## config.mk

```make
export PLATFORM = sky130hd
export DESIGN_NAME = wide_add_seq
export DESIGN_NICKNAME = d
export VERILOG_FILES = /design/src/rtl/wide_add_seq.sv
export SDC_FILE = /design/constraint.sdc
export NUM_CORES = 1
export LEC_CHECK = 0
export ABC_CLOCK_PERIOD_IN_PS = 5700
export CORE_AREA = 2 2 190 192
export DETAILED_ROUTE_END_ITERATION = 8
export DIE_AREA = 0 0 192 194
export GPL_TIMING_DRIVEN = 0
export PLACE_DENSITY = 0.86
export SYNTH_ARGS = -nofsm -noshare
export SYNTH_HDL_FRONTEND = slang
export SYNTH_SLANG_ARGS = --single-unit
```

## constraint.sdc

```tcl
create_clock -name clk -period 5.7 [get_ports clk]
set_input_delay 1.14 -clock clk [delete_from_list [all_inputs] [get_ports clk]]
set_output_delay 1.14 -clock clk [all_outputs]
set_load 0.02 [all_outputs]
```

## src/rtl/wide_add_seq.sv

```systemverilog
// Multi-word add sequencer: streams WORDS x 32-bit slices LSB-first through one external
// 32-bit adder, chaining its carry. Define WIDE_ADD_SUB_EN to add the in_sub subtract mode.
module wide_add_seq #(
   parameter int WORDS = 4,
   parameter int W     = 32
) (
   input  logic                 clk,
   input  logic                 rst,
   input  logic                 in_valid,
   output logic                 in_ready,
   input  logic [W*WORDS-1:0]   in_a,
   input  logic [W*WORDS-1:0]   in_b,
   input  logic                 in_cin,
`ifdef WIDE_ADD_SUB_EN
   input  logic                 in_sub,
`endif
   output logic [W-1:0]         add_a,
   output logic [W-1:0]         add_b,
   output logic                 add_cin,
   input  logic [W-1:0]         add_sum,
   input  logic                 add_cout,
   output logic                 out_valid,
   input  logic                 out_ready,
   output logic [W*WORDS-1:0]   out_sum,
   output logic                 out_cout
);

   localparam int IW = (WORDS > 1) ? $clog2(WORDS) : 1;
   localparam int N  = W * WORDS;

   typedef enum logic [1:0] {IDLE, RUN, DONE} state_t;

   state_t          state_q;
   logic [IW-1:0]   idx_q;
   logic            carry_q;
   logic [N-1:0]    a_q;
   logic [N-1:0]    b_q;
   logic [N-1:0]    sum_q;
   logic            cout_q;
   logic            valid_q;

   logic [N-1:0]    b_load_d;
   logic            carry_load_d;
   logic [W-1:0]    a_slice [WORDS];
   logic [W-1:0]    b_slice [WORDS];

   for (genvar gi = 0; gi < WORDS; gi++) begin : g_slice
      assign a_slice[gi] = a_q[gi*W +: W];
      assign b_slice[gi] = b_q[gi*W +: W];
   end

`ifdef WIDE_ADD_SUB_EN
   // Subtraction is A + ~B + 1; the caller's carry-in is irrelevant then.
   assign b_load_d     = in_sub ? ~in_b : in_b;
   assign carry_load_d = in_sub | in_cin;
`else
   assign b_load_d     = in_b;
   assign carry_load_d = in_cin;
`endif

   assign in_ready  = (state_q == IDLE) && !rst;
   assign out_valid = valid_q;
   assign out_sum   = sum_q;
   assign out_cout  = cout_q;

   always_comb begin
      add_a   = '0;
      add_b   = '0;
      add_cin = 1'b0;
      if (state_q == RUN) begin
         add_a   = a_slice[idx_q];
         add_b   = b_slice[idx_q];
         add_cin = carry_q;
      end
   end

   always_ff @(posedge clk) begin
      if (rst) begin
         state_q <= IDLE;
         idx_q   <= '0;
         carry_q <= 1'b0;
         a_q     <= '0;
         b_q     <= '0;
         sum_q   <= '0;
         cout_q  <= 1'b0;
         valid_q <= 1'b0;
      end else begin
         case (state_q)
            IDLE: begin
               if (in_valid) begin
                  a_q     <= in_a;
                  b_q     <= b_load_d;
                  carry_q <= carry_load_d;
                  idx_q   <= '0;
                  state_q <= RUN;
               end
            end
            RUN: begin
               sum_q[idx_q*W +: W] <= add_sum;
               carry_q             <= add_cout;
               // idx parks on the last slice rather than wrapping.
               if (idx_q == IW'(WORDS - 1)) begin
                  cout_q  <= add_cout;
                  valid_q <= 1'b1;
                  state_q <= DONE;
               end else begin
                  idx_q <= idx_q + IW'(1);
               end
            end
            DONE: begin
               if (out_ready) begin
                  valid_q <= 1'b0;
                  state_q <= IDLE;
               end
            end
            default: state_q <= IDLE;
         endcase
      end
   end

endmodule

```

==> impl_metrics.yaml <==
outcome:
  status: "finished, final reports clean"
floorplan:
  core_area_um2: 35200
  die_w_um: 192
  fp.dieH_um: 194
  initial_utilization_pct: 43.7
  row_count: 69
  num_io_pins: 490
  die_area_um2: 37200
finish:
  syn2layout_area_growth_pct: 45.1
  final_nets: 2477
  fillers: 2798
  multi_input_area_um2: 6830
  drive_above_1_share_pct: 10.2
  register_area_um2: 7830
grt:
  track_usage_pct: 30.0
  grt_pass1_wl_mm: 86.1
  grt_max_degree: 14
  grt_overflow: 0
  grt_pass1_vias: 15500
  grt_antenna_before_repair: 10
power_and_ir_drop:
  switchingPower_mw: 1.62
  combPwrFrac_pct: 13.2
  p_total_mw: 6.61
  p_leak_nw: 8.25
  powerDensity_nw_per_um2: 296
  irDropWorstVdd_v: 0.000242
  p_seq_share_pct: 44.3
  swShare_pct: 24.6
  p_int_mw: 4.98
  power.share.clock_pct: 42.5
setup_path:
  crit_required_ps: 4560
  end_kind: "primary output"
  crit_top_cell: "clkbuf_1"
  slowest_stage: "clkdlybuf4s50_1"
  path_cells: "buf_4 -> nor2b_2 -> clkbuf_1 -> clkbuf_1 -> and2_1 -> clkdlybuf4s50_1"
  path_class: "reg2out"
  crit_path_start_kind: "register"
  slowest_delay_ps: 640
  worstPathArrival_ps: 3300
  cp_max_fo: 10
synth:
  synth_mux_area_share_pct: 9.44
  synth_top_family_by_area: "simple AND/OR/NAND/NOR gates"
  ys_seq_elements: 391
  synth_fa_ha_area_share_pct: 0.407
  syn_inst: 1646
  syn_nets: 1945
  syn_area_um2: 15400
  synth-compound-area-share_pct: 16.3
  seq_area_frac_synth_pct: 50.9
  synthSimpleGateAreaFrac_pct: 18.2
  netlist-cell-type-count: 38
  synth.avg_cell_area_um2: 9.34
  synth_warnings: 0
  synth_xor_area_share_pct: 0
clock_network:
  htreeDepth: 2
  cts_resized: 0
  hold_buffers: 0
  cts_tree: "done"
  root_buffer: "clkbuf_16"
  cts_setup_buffers: 0
  cts_buffers: 41
  clk-insertion-delay-late_ps: 520
  clock-sinks: 391
  clkTransAtPathRegs_ps: 60
  cts_max_path_buffers: 3
routing:
  drc_errors: 0
  routed_wl_mm: 57.5
  antenna_left: 0
  drt_pre_antenna_iters: 5
  vias: 15000
  viasPerCell: 5.60
  drtIter0Drc: 877
  wl_per_cell_um: 21.4
timing:
  tns_ps: 0
  tightest_slew_ps: 746
  finalHoldViolations: 0
  setup_viol_count_final: 0
  final.min_clock_period_ps: 4440
  rsz0062_at_grt: "false"
  post-route-period-util_pct: 77.9
  fmax_mhz: 225
  clock_skew_ps: 13.5
  hold_slack_ps: 452
  slew_headroom_pct: 50.3
  final_max_slew_viol_count: 0
place:
  port_buffers: 489
  gp_congestion: 0.931
  dp_hpwl_mm: 42.7
hold_path:
  hp-class: "reg2reg"
run:
  maxCapViolations: 0
[flip-flops by register name, indices dropped and copies added (netlist names)]
register / flops
a_q: 128
b_q: 128
carry_q: 1
idx_q: 2
out_cout: 1
out_sum: 128
out_valid: 1
state_q: 2
[layout make-up]
class	count	share of cell area (%)
Sequential cell	391	35.1
Multi-Input combinational cell	1104	30.6
Timing Repair Buffer	489	21.9
Clock buffer	66	5.88
Buffer	146	3.15
Tap cell	461	2.59
Clock inverter	8	0.561
Antenna cell	9	0.101
Inverter	5	0.0841
[power by group through the flow]
| stage | registers, mW | logic, mW | clock network [mW] |
|---|---|---|---|
| after floorplan | 2.97 | 0.405 | 0 |
| after global placement | 2.97 | 0.846 | 0 |
| after detailed placement | 2.98 | 0.862 | 0 |
| after CTS | 2.92 | 0.869 | 2.82 |
| after global routing | 2.93 | 0.934 | 2.94 |
| final | 2.92 | 0.874 | 2.81 |
[cells in the mapped netlist, drive strengths merged]
| cell | count | area share, % |
|---|---|---|
| a21oi | 262 | 8.5 |
| a22o | 64 | 3.6 |
| a2bb2oi | 1 | 0.057 |
| a31o | 32 | 1.8 |
| a32o | 32 | 2.1 |
| and2 | 65 | 2.6 |
| and3b | 1 | 0.057 |
| buf | 103 | 3.5 |
| clkbuf | 43 | 1.0 |
| dfxtp | 391 | 51 |
| ha | 5 | 0.41 |
| inv | 5 | 0.12 |
| mux2i | 1 | 0.065 |
| mux4 | 64 | 9.4 |
| nand2 | 514 | 13 |
| nand2b | 4 | 0.16 |
| nand3 | 2 | 0.065 |
| nand3b | 3 | 0.23 |
| nor2 | 4 | 0.15 |
| nor2b | 1 | 0.057 |
| nor3 | 6 | 0.20 |
| nor3b | 34 | 1.7 |
| nor4 | 3 | 0.30 |
| o2111ai | 1 | 0.057 |
| o211ai | 1 | 0.049 |
| o21ai | 1 | 0.033 |
| o41ai | 1 | 0.057 |
| or3b | 1 | 0.057 |
| or4 | 1 | 0.073 |
[stage by stage]
stage	area (um2)	utilization [%]	std cells	worst slack (ps)
after floorplan	15400	-	1646	2640
after global placement	20800	59.2	2596	1440
after detailed placement	20800	59.2	2596	1430
after CTS	22300	63.3	2670	1180
after global routing	22300	63.3	2676	1010
final	22300	63.3	2679	1260
[per-layer routing]
layer  share of wire, %  GRT usage [%]
met5              0.019              0
met4                5.9           17.6
met3                9.1           5.95
met2                 48           50.7
met1                 37           35.0
[cells in the final DEF (no fill, tap or decap), types with 2 or more instances in the layout]
cell / n
nand2_1: 514
clkdlybuf4s50_1: 489
dfxtp_1: 391
a21oi_1: 262
buf_2: 76
and2_1: 65
mux4_2: 64
a22o_1: 64
clkbuf_1: 51
clkbuf_16: 43
nor3b_1: 33
a32o_1: 32
a31o_1: 30
buf_1: 18
clkbuf_8: 15
diode_2: 9
buf_6: 7
nor3_1: 6
ha_1: 5
inv_1: 4
nand2b_1: 4
nor2_1: 3
bufinv_16: 3
buf_4: 2
nor4_2: 2
a31o_2: 2
nand3b_1: 2
nand3_1: 2
clkinv_2: 2
[kinds of logic after synthesis]
family / Yosys count
simple gates: 639
compound gates: 395
flops: 391
buf+inv: 151
mux: 65
fa+ha+maj: 5
[worst paths after layout]
| kind | cells after the start | start | slack [ps] | endpoint |
|---|---|---|---|---|
| worst max-delay path | 6 | state_q[1]$_SDFFE_PP0P_ | 1260 | add_a[20] |
| worst min-delay path | 2 | b_q[89]$_SDFFE_PP0P_ | 450 | b_q[89]$_SDFFE_PP0P_ |
| worst max register to register | 8 | idx_q[1]$_SDFFE_PP0P_ | 2270 | out_sum[40]$_SDFFE_PP0P_ |
| worst min register to register | 2 | b_q[89]$_SDFFE_PP0P_ | 450 | b_q[89]$_SDFFE_PP0P_ |
[worst max-delay path, delay by kind of cell (launching register included)]
kind	cells	cell delay [ps]
buf+inv	4	1710
flops	1	320
simple gates	2	730
(Power assumes the default switching activity.)
